$ cat src/rtl/serial_sub_ctrl.sv
// Bit-serial subtraction sequencer: drives one shared 1-bit full-subtractor cell
// from LSB to MSB and returns the registered difference, final borrow and signed overflow.
module serial_sub_ctrl #(
  parameter int unsigned WIDTH = 8
) (
  input  logic             clk,
  input  logic             rst_n,
  input  logic             start,
  input  logic [WIDTH-1:0] a,
  input  logic [WIDTH-1:0] b,
  output logic             busy,
  output logic             done,
  output logic [WIDTH-1:0] diff,
  output logic             borrow_out,
  output logic             ovf,
  output logic             cell_a,
  output logic             cell_b,
  output logic             cell_bin,
  input  logic             cell_d,
  input  logic             cell_bout
);

  localparam int unsigned IDX_W = (WIDTH > 2) ? $clog2(WIDTH) : 1;
  localparam logic [IDX_W-1:0] IDX_LAST = IDX_W'(WIDTH - 1);

  typedef enum logic {
    IDLE = 1'b0,
    RUN  = 1'b1
  } state_e;

  state_e           state_q, state_d;
  logic [WIDTH-1:0] a_sr_q, a_sr_d;
  logic [WIDTH-1:0] b_sr_q, b_sr_d;
  logic [WIDTH-2:0] acc_q, acc_d;
  logic [WIDTH-1:0] acc_nxt;
  logic             bor_q, bor_d;
  logic [IDX_W-1:0] idx_q, idx_d;
  logic             a_msb_q, a_msb_d;
  logic             b_msb_q, b_msb_d;
  logic             busy_q, busy_d;
  logic             done_q, done_d;
  logic [WIDTH-1:0] diff_q, diff_d;
  logic             borrow_q, borrow_d;
  logic             ovf_q, ovf_d;

  // Newest cell result enters at the top; after the last bit this is the full difference.
  assign acc_nxt = {cell_d, acc_q};

  always_ff @(posedge clk or negedge rst_n) begin
    if (!rst_n) begin
      state_q  <= IDLE;
      a_sr_q   <= '0;
      b_sr_q   <= '0;
      acc_q    <= '0;
      bor_q    <= 1'b0;
      idx_q    <= '0;
      a_msb_q  <= 1'b0;
      b_msb_q  <= 1'b0;
      busy_q   <= 1'b0;
      done_q   <= 1'b0;
      diff_q   <= '0;
      borrow_q <= 1'b0;
      ovf_q    <= 1'b0;
    end else begin
      state_q  <= state_d;
      a_sr_q   <= a_sr_d;
      b_sr_q   <= b_sr_d;
      acc_q    <= acc_d;
      bor_q    <= bor_d;
      idx_q    <= idx_d;
      a_msb_q  <= a_msb_d;
      b_msb_q  <= b_msb_d;
      busy_q   <= busy_d;
      done_q   <= done_d;
      diff_q   <= diff_d;
      borrow_q <= borrow_d;
      ovf_q    <= ovf_d;
    end
  end

  // Next-state and datapath update; result registers only move on the completion edge.
  always_comb begin
    state_d  = state_q;
    a_sr_d   = a_sr_q;
    b_sr_d   = b_sr_q;
    acc_d    = acc_q;
    bor_d    = bor_q;
    idx_d    = idx_q;
    a_msb_d  = a_msb_q;
    b_msb_d  = b_msb_q;
    busy_d   = busy_q;
    done_d   = 1'b0;
    diff_d   = diff_q;
    borrow_d = borrow_q;
    ovf_d    = ovf_q;

    case (state_q)
      IDLE: begin
        if (start) begin
          state_d = RUN;
          a_sr_d  = a;
          b_sr_d  = b;
          bor_d   = 1'b0;
          idx_d   = '0;
          busy_d  = 1'b1;
          a_msb_d = a[WIDTH-1];
          b_msb_d = b[WIDTH-1];
        end
      end
      RUN: begin
        acc_d  = acc_nxt[WIDTH-1:1];
        bor_d  = cell_bout;
        a_sr_d = a_sr_q >> 1;
        b_sr_d = b_sr_q >> 1;
        idx_d  = idx_q + IDX_W'(1);
        if (idx_q == IDX_LAST) begin
          state_d  = IDLE;
          busy_d   = 1'b0;
          done_d   = 1'b1;
          diff_d   = acc_nxt;
          borrow_d = cell_bout;
          ovf_d    = (a_msb_q != b_msb_q) && (cell_d != a_msb_q);
        end
      end
      default: state_d = IDLE;
    endcase
  end

  // Cell inputs are forced low whenever the sequencer is idle.
  assign cell_a   = (state_q == RUN) ? a_sr_q[0] : 1'b0;
  assign cell_b   = (state_q == RUN) ? b_sr_q[0] : 1'b0;
  assign cell_bin = (state_q == RUN) ? bor_q     : 1'b0;

  assign busy       = busy_q;
  assign done       = done_q;
  assign diff       = diff_q;
  assign borrow_out = borrow_q;
  assign ovf        = ovf_q;

endmodule
$ cat config.mk
export PLATFORM = sky130hd
export DESIGN_NAME = serial_sub_ctrl
export DESIGN_NICKNAME = d
export VERILOG_FILES = /design/src/rtl/serial_sub_ctrl.sv
export SDC_FILE = /design/constraint.sdc
export NUM_CORES = 1
export LEC_CHECK = 0
export ABC_AREA = 1
export CORE_ASPECT_RATIO = 0.6
export CORE_MARGIN = 2
export CORE_UTILIZATION = 35
export CTS_CLUSTER_SIZE = 12
export DETAILED_ROUTE_END_ITERATION = 12
export PLACE_DENSITY_LB_ADDON = 0.08
export SLEW_MARGIN = 20
export SYNTH_ARGS = -nofsm -noshare
export SYNTH_HDL_FRONTEND = slang
export SYNTH_SLANG_ARGS = --single-unit
$ cat constraint.sdc
create_clock -name clk -period 2.49 [get_ports clk]
set_input_delay 0.498 -clock clk [delete_from_list [all_inputs] [get_ports clk]]
set_output_delay 0.498 -clock clk [all_outputs]
set_load 0.02 [all_outputs]
==> qor.json, run 1 <==
{
  "critical_path": {
    "r2r_setup_slack_ns": 0.85,
    "critPathCaptureType": "output pin",
    "crit-reg2reg-launch": "state_q$_DFF_PN0_",
    "cp_data_required_time_ns": 1.99,
    "critical_path_class": "flip-flop to output pin",
    "setup.worst_path.start": "state_q$_DFF_PN0_",
    "worst-endpoint-arrival_ns": 1.77,
    "ff2ff_path_depth": 4,
    "maximum_fanout_along_the_worst_path": 17,
    "crit-reg2reg-capture": "a_sr_q[6]$_DFFE_PN0P_",
    "critical_path_source_type": "flip-flop"
  },
  "floorplan": {
    "rows": 20,
    "die_w_um": 96.0,
    "chip_height_um": 59.2,
    "die_area_um2": 5680,
    "num_io_pins": 36,
    "initial_core_util_pct": 35.7,
    "core_um2": 4980
  },
  "sta": {
    "tightestPinTransition_ns": 0.559,
    "timing.final.max_slew_violations": 0,
    "finalSetupViolCount": 0,
    "fmax_ghz": 0.440,
    "post-route-min-period_ns": 2.27,
    "period_share_pct": 91.2,
    "fin_skew_ns": 0.00492,
    "max_slew_margin_pct": 62.7,
    "timing_hold_violations_final": 0,
    "unrepaired_setup_endpoints_after_global_routing": "false",
    "worst_case_setup_margin_in_the_final_layout_ns": 0.218,
    "hold_ws_ns": 0.151,
    "tns_ns": 0
  },
  "detailed_routing": {
    "drtIter0Drc": 56,
    "routed-via-count": 1284,
    "detail_route.first_pass.iterations": 4,
    "avgRoutedWirePerCell_um": 11.4,
    "routed_wire_length_um": 3350,
    "route.antenna.remaining_nets": 0,
    "route.detailed.drc": 0,
    "detail_route.vias_per_cell": 4.37
  },
  "finish": {
    "flow.area_growth_from_synthesis_pct": 25.4,
    "post_route_cells_drive_above_1_share_pct": 7.46,
    "final_cell_mix": "sky130_fd_sc_hd__nand2_1 (76), sky130_fd_sc_hd__dfrtp_1 (42), sky130_fd_sc_hd__clkdlybuf4s50_1 (34)",
    "insertedDiodeCount": 0,
    "nNetsFinal": 251,
    "mostFrequentLayoutCell": "sky130_fd_sc_hd__nand2_1"
  },
  "cts": {
    "cts.sinks": 42,
    "tritoncts": "built",
    "cts_htree_levels": 2,
    "clock_latency_ns": 0.29,
    "cts-resized-gates": 0,
    "cts-buffers-inserted": 5,
    "cts_root_buffer": "sky130_fd_sc_hd__clkbuf_8",
    "clk_path_buf_depth": 2,
    "cts_setup_buffers": 0,
    "cts.reportedPaths.clkPinSlew_ns": 0.07,
    "cts.hold.buffers_added": 0
  },
  "global_routing": {
    "number_of_global_route_vias_before_repair": 1301,
    "track_usage_pct": 13.6,
    "overflow_after_grt": 0,
    "grt_start_max_net_pins": 23,
    "grt_antenna_before_repair": 0,
    "grt_pass1_wl_um": 5800
  },
  "power_and_ir_drop": {
    "power_per_cell_area_nw_per_um2": 1140,
    "power.ir.vdd_worst_uv": 551,
    "power.static_leakage_nw": 1.10
  },
  "synth": {
    "synthesis.area_per_instance_um2": 9.25,
    "yosysSeqAreaShare_pct": 59.2,
    "yosys_warnings": 0,
    "synth.ff_latch_count": 42,
    "synthesis.area_um2": 1780,
    "net_count_after_synthesis": 216,
    "post_synth_inst_count": 192,
    "ys_types": 19
  },
  "job": {
    "max_cap_viol_count": 0
  },
  "place": {
    "port_buffers": 35,
    "place_hpwl_um": 2350,
    "globalplace.congestion": 0.753,
    "pre_cts_setup_slack_ns": 0.512
  },
  "worst_hold_path": {
    "timing.hold.worst.class": "input port to async pin"
  },
  "run_status": {
    "outcome": "completed"
  }
}
-- per-layer routing --
metal	up-vias	wire length [um]	GRT usage (%)
met5	-	0	0
met4	0	21	4.29
met3	2	118	4.58
met2	17	1500	20.5
met1	596	1710	18.6
li1	669	-	-
-- metrics by stage --
| stage | total power, mW | cell area (um2) | cells | utilization (%) |
|---|---|---|---|---|
| 2_1_floorplan | 1.79 | 1780 | 192 | - |
| 3_3_place_gp | 2.08 | 2130 | 286 | 42.9 |
| 3_5_place_dp | 2.12 | 2130 | 286 | 42.9 |
| 4_1_cts | 2.57 | 2230 | 294 | 44.7 |
| 5_1_grt | 2.76 | 2230 | 294 | 44.7 |
| 6_report | 2.54 | 2230 | 294 | 44.7 |
-- where the power goes --
part / leakage, nW / switching (mW) / total [mW] / internal, mW
Clock: 0.0482 / 0.223 / 0.446 / 0.224
Combinational: 0.522 / 0.537 / 0.950 / 0.413
Sequential: 0.534 / 0.176 / 1.14 / 0.964
Total: 1.10 / 0.936 / 2.54 / 1.60
-- cells by family after synthesis --
logic type | count (synthesis) | share of synthesized area [%]
buffers and inverters | 27 | 8.53
and+or+nand+nor | 98 | 23.8
adders and majority gates | 3 | 2.11
AOI/OAI and AO/OA | 22 | 6.34
DFF | 42 | 59.2
-- cells in the mapped netlist (all sizes together) --
cell	n	area [um2]
nand2	79	309
dfrtp	42	1050
o21ai	20	100
inv	18	67.6
nand3	15	75.1
buf	9	83.8
nor2	4	38.8
ha	3	37.5
a21oi	1	5.00
o211ai	1	7.51
-- worst max path at each step --
stage / endpoint
floorplan: cell_a
CTS: cell_bin
finish: cell_bin
global placement: cell_bin
detailed placement: cell_bin
global route: cell_b
-- area by class of cell --
type	count	area, um2
sequential	42	1050
tap	66	82.6
clock inverter	1	5.00
inverter	18	67.6
timing repair buffer	37	360
fill	482	2750
clock buffer	7	86.3
multi-input combinational	123	573
-- worst max-delay path, cell delays in order (launching register included) --
cell and delay, ns:
sky130_fd_sc_hd__dfrtp_1 0.70, sky130_fd_sc_hd__nand2_1 0.11, sky130_fd_sc_hd__inv_1 0.08, sky130_fd_sc_hd__clkdlybuf4s50_1 0.59
-- flip-flops by register name, indices dropped and copies added, names as in the netlist, 3 cells and up --
name and count:
b_sr_q 8, a_sr_q 8, idx_q 3, diff 8
acc_q 7
Note: power is estimated with default switching activity, not from simulation.
==> run 2, diff against run 1 <==
--- a/config.mk
+++ b/config.mk
@@ -7,7 +7,6 @@
 export LEC_CHECK = 0
 export ABC_AREA = 1
 export CORE_ASPECT_RATIO = 0.6
-export CORE_MARGIN = 2
 export CORE_UTILIZATION = 35
 export CTS_CLUSTER_SIZE = 12
 export DETAILED_ROUTE_END_ITERATION = 12
==> qor.json, run 2 (synthesis gave the netlist of run 1 again) <==
{
  "finish": {
    "mostFrequentLayoutCell": "sky130_fd_sc_hd__nand2_1",
    "final_area": {"value": 2220, "unit": "um2", "change": "-0.17%"},
    "ff_latch_area": {"value": 1050, "unit": "um2", "change": "unchanged"},
    "final_cell_count_no_fill": {"value": 291, "change": "-1.0%"},
    "nNetsFinal": {"value": 251, "change": "unchanged"},
    "flow.area_growth_from_synthesis_pct": 25.2,
    "post_route_cells_drive_above_1_share": {"value": 7.46, "unit": "%", "change": "unchanged"},
    "fillCellCount": {"value": 481, "change": "-0.21%"},
    "final_cell_mix": "sky130_fd_sc_hd__nand2_1 (76), sky130_fd_sc_hd__dfrtp_1 (42), sky130_fd_sc_hd__clkdlybuf4s50_1 (34)",
    "insertedDiodeCount": {"value": 0, "change": "unchanged"},
    "multiInputGateArea": {"value": 573, "unit": "um2", "change": "unchanged"}
  },
  "cts": {
    "cts.sinks": {"value": 42, "change": "unchanged"},
    "cts.reportedPaths.clkPinSlew": {"value": 0.08, "unit": "ns", "change": "about the same"},
    "clock_latency": {"value": 0.29, "unit": "ns", "change": "about the same"},
    "cts_root_buffer": "sky130_fd_sc_hd__clkbuf_8",
    "cts-buffers-inserted": {"value": 5, "change": "unchanged"},
    "tritoncts": "built",
    "cts_htree_levels": {"value": 2, "change": "unchanged"},
    "cts.hold.buffers_added": {"value": 0, "change": "unchanged"},
    "cts-resized-gates": {"value": 0, "change": "unchanged"},
    "cts_setup_buffers": {"value": 0, "change": "unchanged"},
    "clk_path_buf_depth": {"value": 2, "change": "unchanged"}
  },
  "power_and_ir_drop": {
    "power_per_cell_area": {"value": 1140, "unit": "nW/um2", "change": "+0.33%"},
    "share_of_total_power_in_combinational_logic": {"value": 38.4, "unit": "%", "change": "+0.9 points"},
    "power.ir.vdd_worst": {"value": 407, "unit": "uV", "change": "-26%"},
    "power.static_leakage": {"value": 1.10, "unit": "nW", "change": "about the same"},
    "power_switching_share": {"value": 36.6, "unit": "%", "change": "-0.26 points"},
    "p_int": {"value": 1.61, "unit": "mW", "change": "+0.57%"},
    "tot_pwr": {"value": 2.54, "unit": "mW", "change": "+0.16%"},
    "netSwitchingPower": {"value": 0.931, "unit": "mW", "change": "-0.56%"},
    "seqPwrFrac": {"value": 44.3, "unit": "%", "change": "-0.6 points"},
    "pwr-share-clk": {"value": 17.4, "unit": "%", "change": "-0.2 points"}
  },
  "floorplan": {
    "chip_height": {"value": 57.2, "unit": "um", "change": "-3.4%"},
    "die_area": {"value": 5370, "unit": "um2", "change": "-5.4%"},
    "core": {"value": 4730, "unit": "um2", "change": "-5.0%"},
    "rows": {"value": 19, "change": "-5.0%"},
    "die_w": {"value": 94.0, "unit": "um", "change": "-2.1%"},
    "initial_core_util": {"value": 37.5, "unit": "%", "change": "+1.9 points"},
    "num_io_pins": {"value": 36, "change": "unchanged"}
  },
  "sta": {
    "tightestPinTransition": {"value": 0.920, "unit": "ns", "change": "+0.361 ns"},
    "unrepaired_setup_endpoints_after_global_routing": "false",
    "post-route-min-period": {"value": 2.10, "unit": "ns", "change": "-0.175 ns"},
    "timing.final.max_slew_violations": {"value": 0, "change": "unchanged"},
    "max_slew_margin": {"value": 38.6, "unit": "%", "change": "-24 points"},
    "fmax": {"value": 0.477, "unit": "GHz", "change": "+8.3%"},
    "tns": {"value": 0, "unit": "ns", "change": "unchanged"},
    "timing_hold_violations_final": {"value": 0, "change": "unchanged"},
    "fin_skew": {"value": 0.00671, "unit": "ns", "change": "+0.00179 ns"},
    "worst_case_setup_margin_in_the_final_layout": {"value": 0.393, "unit": "ns", "change": "+0.175 ns"},
    "period_share": {"value": 84.2, "unit": "%", "change": "-7.0 points"},
    "finalSetupViolCount": {"value": 0, "change": "unchanged"}
  },
  "place": {
    "placement.cell_area": {"value": 2130, "unit": "um2", "change": "-0.18%"},
    "globalplace.congestion": {"value": 0.769, "change": "+2.2%"},
    "pre_cts_setup_slack": {"value": 0.702, "unit": "ns", "change": "+0.191 ns"},
    "place_hpwl": {"value": 2350, "unit": "um", "change": "+0.19%"},
    "port_buffers": {"value": 35, "change": "unchanged"},
    "dp.cells": {"value": 283, "change": "-1.0%"}
  },
  "global_routing": {
    "number_of_global_route_vias_before_repair": {"value": 1358, "change": "+4.4%"},
    "grt_pass1_wl": {"value": 6150, "unit": "um", "change": "+5.9%"},
    "track_usage": {"value": 15.0, "unit": "%", "change": "+1.5 points"},
    "overflow_after_grt": {"value": 0, "change": "unchanged"},
    "grt_start_max_net_pins": {"value": 43, "change": "+87%"},
    "grt_antenna_before_repair": {"value": 0, "change": "unchanged"}
  },
  "worst_hold_path": {
    "timing.hold.worst.class": "input port to async pin"
  },
  "critical_path": {
    "critPathSlowestCell": "sky130_fd_sc_hd__clkdlybuf4s50_1",
    "critical_path_source_type": "flip-flop",
    "maximum_fanout_along_the_worst_path": {"value": 10, "change": "-7"},
    "maximum_single_stage_delay_on_the_critical_path": {"value": 0.59, "unit": "ns", "change": "-0.11 ns"},
    "cp_data_required_time": {"value": 1.99, "unit": "ns", "change": "about the same"},
    "critical_path_class": "flip-flop to output pin",
    "critPathCaptureType": "output pin",
    "timing.critical_path.cells": "nand2_1 > inv_1 > clkdlybuf4s50_1",
    "worst-endpoint-arrival": {"value": 1.60, "unit": "ns", "change": "-0.17 ns"}
  },
  "detailed_routing": {
    "avgRoutedWirePerCell": {"value": 11.7, "unit": "um", "change": "+2.6%"},
    "route.detailed.drc": {"value": 0, "change": "unchanged"},
    "detail_route.vias_per_cell": {"value": 4.42, "change": "+1.3%"},
    "route.antenna.remaining_nets": {"value": 0, "change": "unchanged"},
    "routed-via-count": {"value": 1287, "change": "+0.23%"},
    "drtIter0Drc": {"value": 56, "change": "unchanged"},
    "routed_wire_length": {"value": 3400, "unit": "um", "change": "+1.5%"},
    "detail_route.first_pass.iterations": {"value": 4, "change": "unchanged"}
  },
  "job": {
    "max_cap_viol_count": {"value": 0, "change": "unchanged"}
  },
  "run_status": {
    "outcome": "completed"
  }
}
run 2: cell counts in the layout (fill, tap and decap cells not counted):
No cell type changed its count.
run 2: layout make-up:
| type | count | share of cell area (%) |
|---|---|---|
| clock buffer | 7 | 3.89 |
| clock inverter | 1 | 0.225 |
| inverter | 18 | 3.04 |
| multi-input combinational | 123 | 25.8 |
| sequential | 42 | 47.3 |
| tap | 63 | 3.55 |
| timing repair buffer | 37 | 16.2 |
run 2: power by group through the flow:
stage	Combinational (mW)	Sequential, mW	Clock (mW)
2_1_floorplan	0.594	1.19	0
3_3_place_gp	0.963	1.13	0
3_5_place_dp	0.991	1.14	0
4_1_cts	0.995	1.13	0.463
5_1_grt	1.11	1.17	0.486
6_report	0.975	1.12	0.441
run 2: through the flow:
| step | util [%] | hold slack [ns] |
|---|---|---|
| detailed placement | 45.0 | 0.469 |
| global route | 47.0 | 0.407 |
| CTS | 47.0 | 0.379 |
| global placement | 45.0 | 0.457 |
| finish | 47.0 | 0.348 |
| floorplan | - | 0.202 |
run 2: critical path, delay by kind of cell (launching register included):
| family | cells | cell delay, ns |
|---|---|---|
| buffers and inverters | 2 | 0.66 |
| flip-flops | 1 | 0.56 |
| AND/OR/NAND/NOR | 1 | 0.10 |
run 2: final timing paths:
check / startpoint / end / slack, ns / cells after the start
worst min register to register: acc_q[1]$_DFFE_PN0P_ / acc_q[0]$_DFFE_PN0P_ / 0.48 / 2
worst min-delay path: rst_n / acc_q[5]$_DFFE_PN0P_ / 0.35 / 1
min in group clk: acc_q[1]$_DFFE_PN0P_ / acc_q[0]$_DFFE_PN0P_ / 0.48 / 2
worst max-delay path: state_q$_DFF_PN0_ / cell_b / 0.39 / 3
max in group asynchronous: rst_n / diff[4]$_DFFE_PN0P_ / 1.58 / 1
worst max register to register: state_q$_DFF_PN0_ / b_sr_q[6]$_DFFE_PN0P_ / 0.96 / 4
run 2: metal layers:
metal / track usage (%) / vias to the layer above / routed length, um
met5: 0 / - / 0
met4: 5.93 / 0 / 39
met3: 4.13 / 5 / 127
met2: 23.9 / 21 / 1490
met1: 19.7 / 595 / 1740
li1: - / 666 / -
==> run 3, diff against run 2 <==
==> constraint.sdc (replaced) <==
create_clock -name clk -period 1.7 [get_ports clk]
set_input_delay 0.34 -clock clk [delete_from_list [all_inputs] [get_ports clk]]
set_output_delay 0.34 -clock clk [all_outputs]
set_load 0.02 [all_outputs]
==> qor.json, run 3 (synthesis gave the netlist of run 1 again) <==
{
  "cts": {
    "cts_setup_buffers": {"value": 0, "change": "unchanged"},
    "cts.sinks": {"value": 42, "change": "unchanged"},
    "cts-buffers-inserted": {"value": 5, "change": "unchanged"},
    "clock_latency": {"value": 0.29, "unit": "ns", "change": "about the same"},
    "cts_htree_levels": {"value": 2, "change": "unchanged"},
    "cts_root_buffer": "sky130_fd_sc_hd__clkbuf_8",
    "tritoncts": "built",
    "clk_path_buf_depth": {"value": 2, "change": "unchanged"},
    "cts.reportedPaths.clkPinSlew": {"value": 0.08, "unit": "ns", "change": "about the same"},
    "cts.hold.buffers_added": {"value": 0, "change": "unchanged"}
  },
  "finish": {
    "nNetsFinal": {"value": 254, "change": "+1.2%"},
    "flow.area_growth_from_synthesis_pct": 28.0,
    "mostFrequentLayoutCell": "sky130_fd_sc_hd__nand2_1",
    "post_route_cells_drive_above_1_share": {"value": 9.52, "unit": "%", "change": "+2.1 points"},
    "postLayoutCoreUtil": {"value": 48.0, "unit": "%", "change": "+1.1 points"},
    "insertedDiodeCount": {"value": 0, "change": "unchanged"},
    "final_cell_mix": "sky130_fd_sc_hd__nand2_1 (76), sky130_fd_sc_hd__dfrtp_1 (41), sky130_fd_sc_hd__clkdlybuf4s50_1 (31)"
  },
  "floorplan": {
    "num_io_pins": {"value": 36, "change": "unchanged"},
    "initial_core_util": {"value": 37.5, "unit": "%", "change": "unchanged"},
    "die_area": {"value": 5370, "unit": "um2", "change": "unchanged"},
    "core": {"value": 4730, "unit": "um2", "change": "unchanged"},
    "die_w": {"value": 94.0, "unit": "um", "change": "unchanged"},
    "rows": {"value": 19, "change": "unchanged"},
    "chip_height": {"value": 57.2, "unit": "um", "change": "unchanged"}
  },
  "critical_path": {
    "critical_path_source_type": "flip-flop",
    "maximum_single_stage_delay_on_the_critical_path": {"value": 0.60, "unit": "ns", "change": "about the same"},
    "timing.critical_path.cells": "clkdlybuf4s50_1",
    "crit-reg2reg-capture": "state_q$_DFF_PN0_",
    "worst-endpoint-arrival": {"value": 1.25, "unit": "ns", "change": "-0.35 ns"},
    "critical_path_depth": {"value": 1, "change": "-2"},
    "setup.worst_path.start": "diff[0]$_DFFE_PN0P_",
    "critical_path_class": "flip-flop to output pin",
    "crit-reg2reg-launch": "idx_q[0]$_DFFE_PN0P_",
    "ff2ff_path_depth": {"value": 5, "change": "+1"},
    "cp_data_required_time": {"value": 1.36, "unit": "ns", "change": "-0.63 ns"},
    "critPathSlowestCell": "sky130_fd_sc_hd__clkdlybuf4s50_1",
    "critPathCaptureType": "output pin",
    "r2r_setup_slack": {"value": 0.33, "unit": "ns", "change": "-0.63 ns"},
    "maximum_fanout_along_the_worst_path": {"value": 2, "change": "-8"},
    "dominant_delay_contributor_by_cell_family_on_the_critical_path": "buffers and inverters",
    "timing.critical_path.buf_inv": {"value": 1, "change": "-1"}
  },
  "global_routing": {
    "track_usage": {"value": 14.2, "unit": "%", "change": "-0.80 points"},
    "grtUsageMet1": {"value": 20.5, "unit": "%", "change": "+0.79 points"},
    "gr-max-usage-layer": "met2",
    "grt.met3_usage": {"value": 4.67, "unit": "%", "change": "+0.53 points"},
    "overflow_after_grt": {"value": 0, "change": "unchanged"},
    "use_met2": {"value": 20.5, "unit": "%", "change": "-3.3 points"},
    "grt_antenna_before_repair": {"value": 0, "change": "unchanged"},
    "grt_pass1_wl": {"value": 5790, "unit": "um", "change": "-5.8%"},
    "grt_start_max_net_pins": {"value": 22, "change": "-49%"},
    "number_of_global_route_vias_before_repair": {"value": 1247, "change": "-8.2%"}
  },
  "place": {
    "port_buffers": {"value": 35, "change": "unchanged"},
    "globalplace.congestion": {"value": 0.683, "change": "-11%"},
    "place_hpwl": {"value": 2440, "unit": "um", "change": "+3.9%"}
  },
  "power_and_ir_drop": {
    "power_per_cell_area": {"value": 1690, "unit": "nW/um2", "change": "+48%"},
    "power_switching_share": {"value": 35.7, "unit": "%", "change": "-0.93 points"},
    "seqPwrFrac": {"value": 42.8, "unit": "%", "change": "-1.5 points"},
    "pwr-share-clk": {"value": 19.8, "unit": "%", "change": "+2.4 points"},
    "power.ir.vdd_worst": {"value": 478, "unit": "uV", "change": "+17%"},
    "netSwitchingPower": {"value": 1.37, "unit": "mW", "change": "+47%"},
    "p_int": {"value": 2.47, "unit": "mW", "change": "+53%"},
    "power.static_leakage": {"value": 1.14, "unit": "nW", "change": "+3.3%"},
    "share_of_total_power_in_combinational_logic": {"value": 37.4, "unit": "%", "change": "-1.0 points"}
  },
  "run_status": {
    "outcome": "completed"
  },
  "sta": {
    "unrepaired_setup_endpoints_after_global_routing": "false",
    "timing.final.max_slew_violations": {"value": 0, "change": "unchanged"},
    "finalSetupViolCount": {"value": 0, "change": "unchanged"},
    "tns": {"value": 0, "unit": "ns", "change": "unchanged"},
    "fin_skew": {"value": 0.00645, "unit": "ns", "change": "-0.000261 ns"},
    "period_share_pct": 93.7,
    "tightestPinTransition": {"value": 0.474, "unit": "ns", "change": "-0.447 ns"},
    "fmax_ghz": 0.628,
    "post-route-min-period_ns": 1.59,
    "timing_hold_violations_final": {"value": 0, "change": "unchanged"},
    "max_slew_margin": {"value": 68.4, "unit": "%", "change": "+30 points"}
  },
  "detailed_routing": {
    "route.antenna.remaining_nets": {"value": 0, "change": "unchanged"},
    "detail_route.vias_per_cell": {"value": 4.41, "change": "-0.25%"},
    "avgRoutedWirePerCell": {"value": 11.4, "unit": "um", "change": "-2.2%"},
    "drtIter0Drc": {"value": 61, "change": "+8.9%"},
    "routed-via-count": {"value": 1297, "change": "+0.78%"},
    "routed_wire_length": {"value": 3360, "unit": "um", "change": "-1.2%"},
    "route.detailed.drc": {"value": 0, "change": "unchanged"},
    "detail_route.first_pass.iterations": {"value": 4, "change": "unchanged"}
  },
  "worst_hold_path": {
    "timing.hold.worst.class": "input port to async pin"
  },
  "job": {
    "max_cap_viol_count": {"value": 0, "change": "unchanged"}
  }
}
## run 3: changes by cell type in the layout (fill, tap and decap cells not counted), sizes merged
cell,previous run,this run
clkbuf,7,5
clkdlybuf4s50,34,31
clkinv,1,2
buf,3,6
bufinv,0,1
dlygate4sd2,0,3
## run 3: worst max path at each step
stage	slack, ns	to
global placement	0.18	cell_b
finish	0.11	diff[0]
global route	0.05	diff[0]
detailed placement	0.16	b_msb_q$_DFFE_PN0P_
CTS	0.08	diff[0]
floorplan	0.48	ovf$_DFFE_PN0P_
## run 3: what timing repair did
item / CTS / global route
resized for setup: 4 / 0
endpoints found under the setup margin: 3 / 0
endpoints found under the hold margin: 0 / 0
## run 3: power groups by stage
stage | Clock, mW | Sequential [mW] | Combinational [mW]
finish | 0.761 | 1.64 | 1.44
global route | 0.825 | 1.70 | 1.63
CTS | 0.798 | 1.65 | 1.47
detailed placement | 0 | 1.66 | 1.48
global placement | 0 | 1.65 | 1.45
floorplan | 0 | 1.75 | 0.869
## run 3: layer usage
metal	vias up	part of all wire [%]
li1	669	-
met1	606	51
met4	0	0.45
met2	20	44
met5	-	0
met3	2	4.1
## run 3: final cells by class
| class | instances | area, um2 |
|---|---|---|
| inverters | 18 | 67.6 |
| clock inverters | 3 | 40.0 |
| well taps | 63 | 78.8 |
| multi-input cells | 123 | 573 |
| flip-flops and latches | 42 | 1050 |
| repair buffers | 40 | 392 |
| fillers | 469 | 2460 |
| clock buffers | 5 | 68.8 |
## run 3: through the flow
step,power (mW),hold WS (ns),setup WS (ns),cells,area [um2]
3_5_place_dp,3.14,0.330,0.160,286,2170
4_1_cts,3.91,0.0119,0.0846,294,2270
3_3_place_gp,3.10,0.327,0.177,286,2170
2_1_floorplan,2.62,0.0444,0.478,192,1780
5_1_grt,4.16,0.0319,0.0535,294,2270
6_report,3.84,0.00192,0.108,294,2270
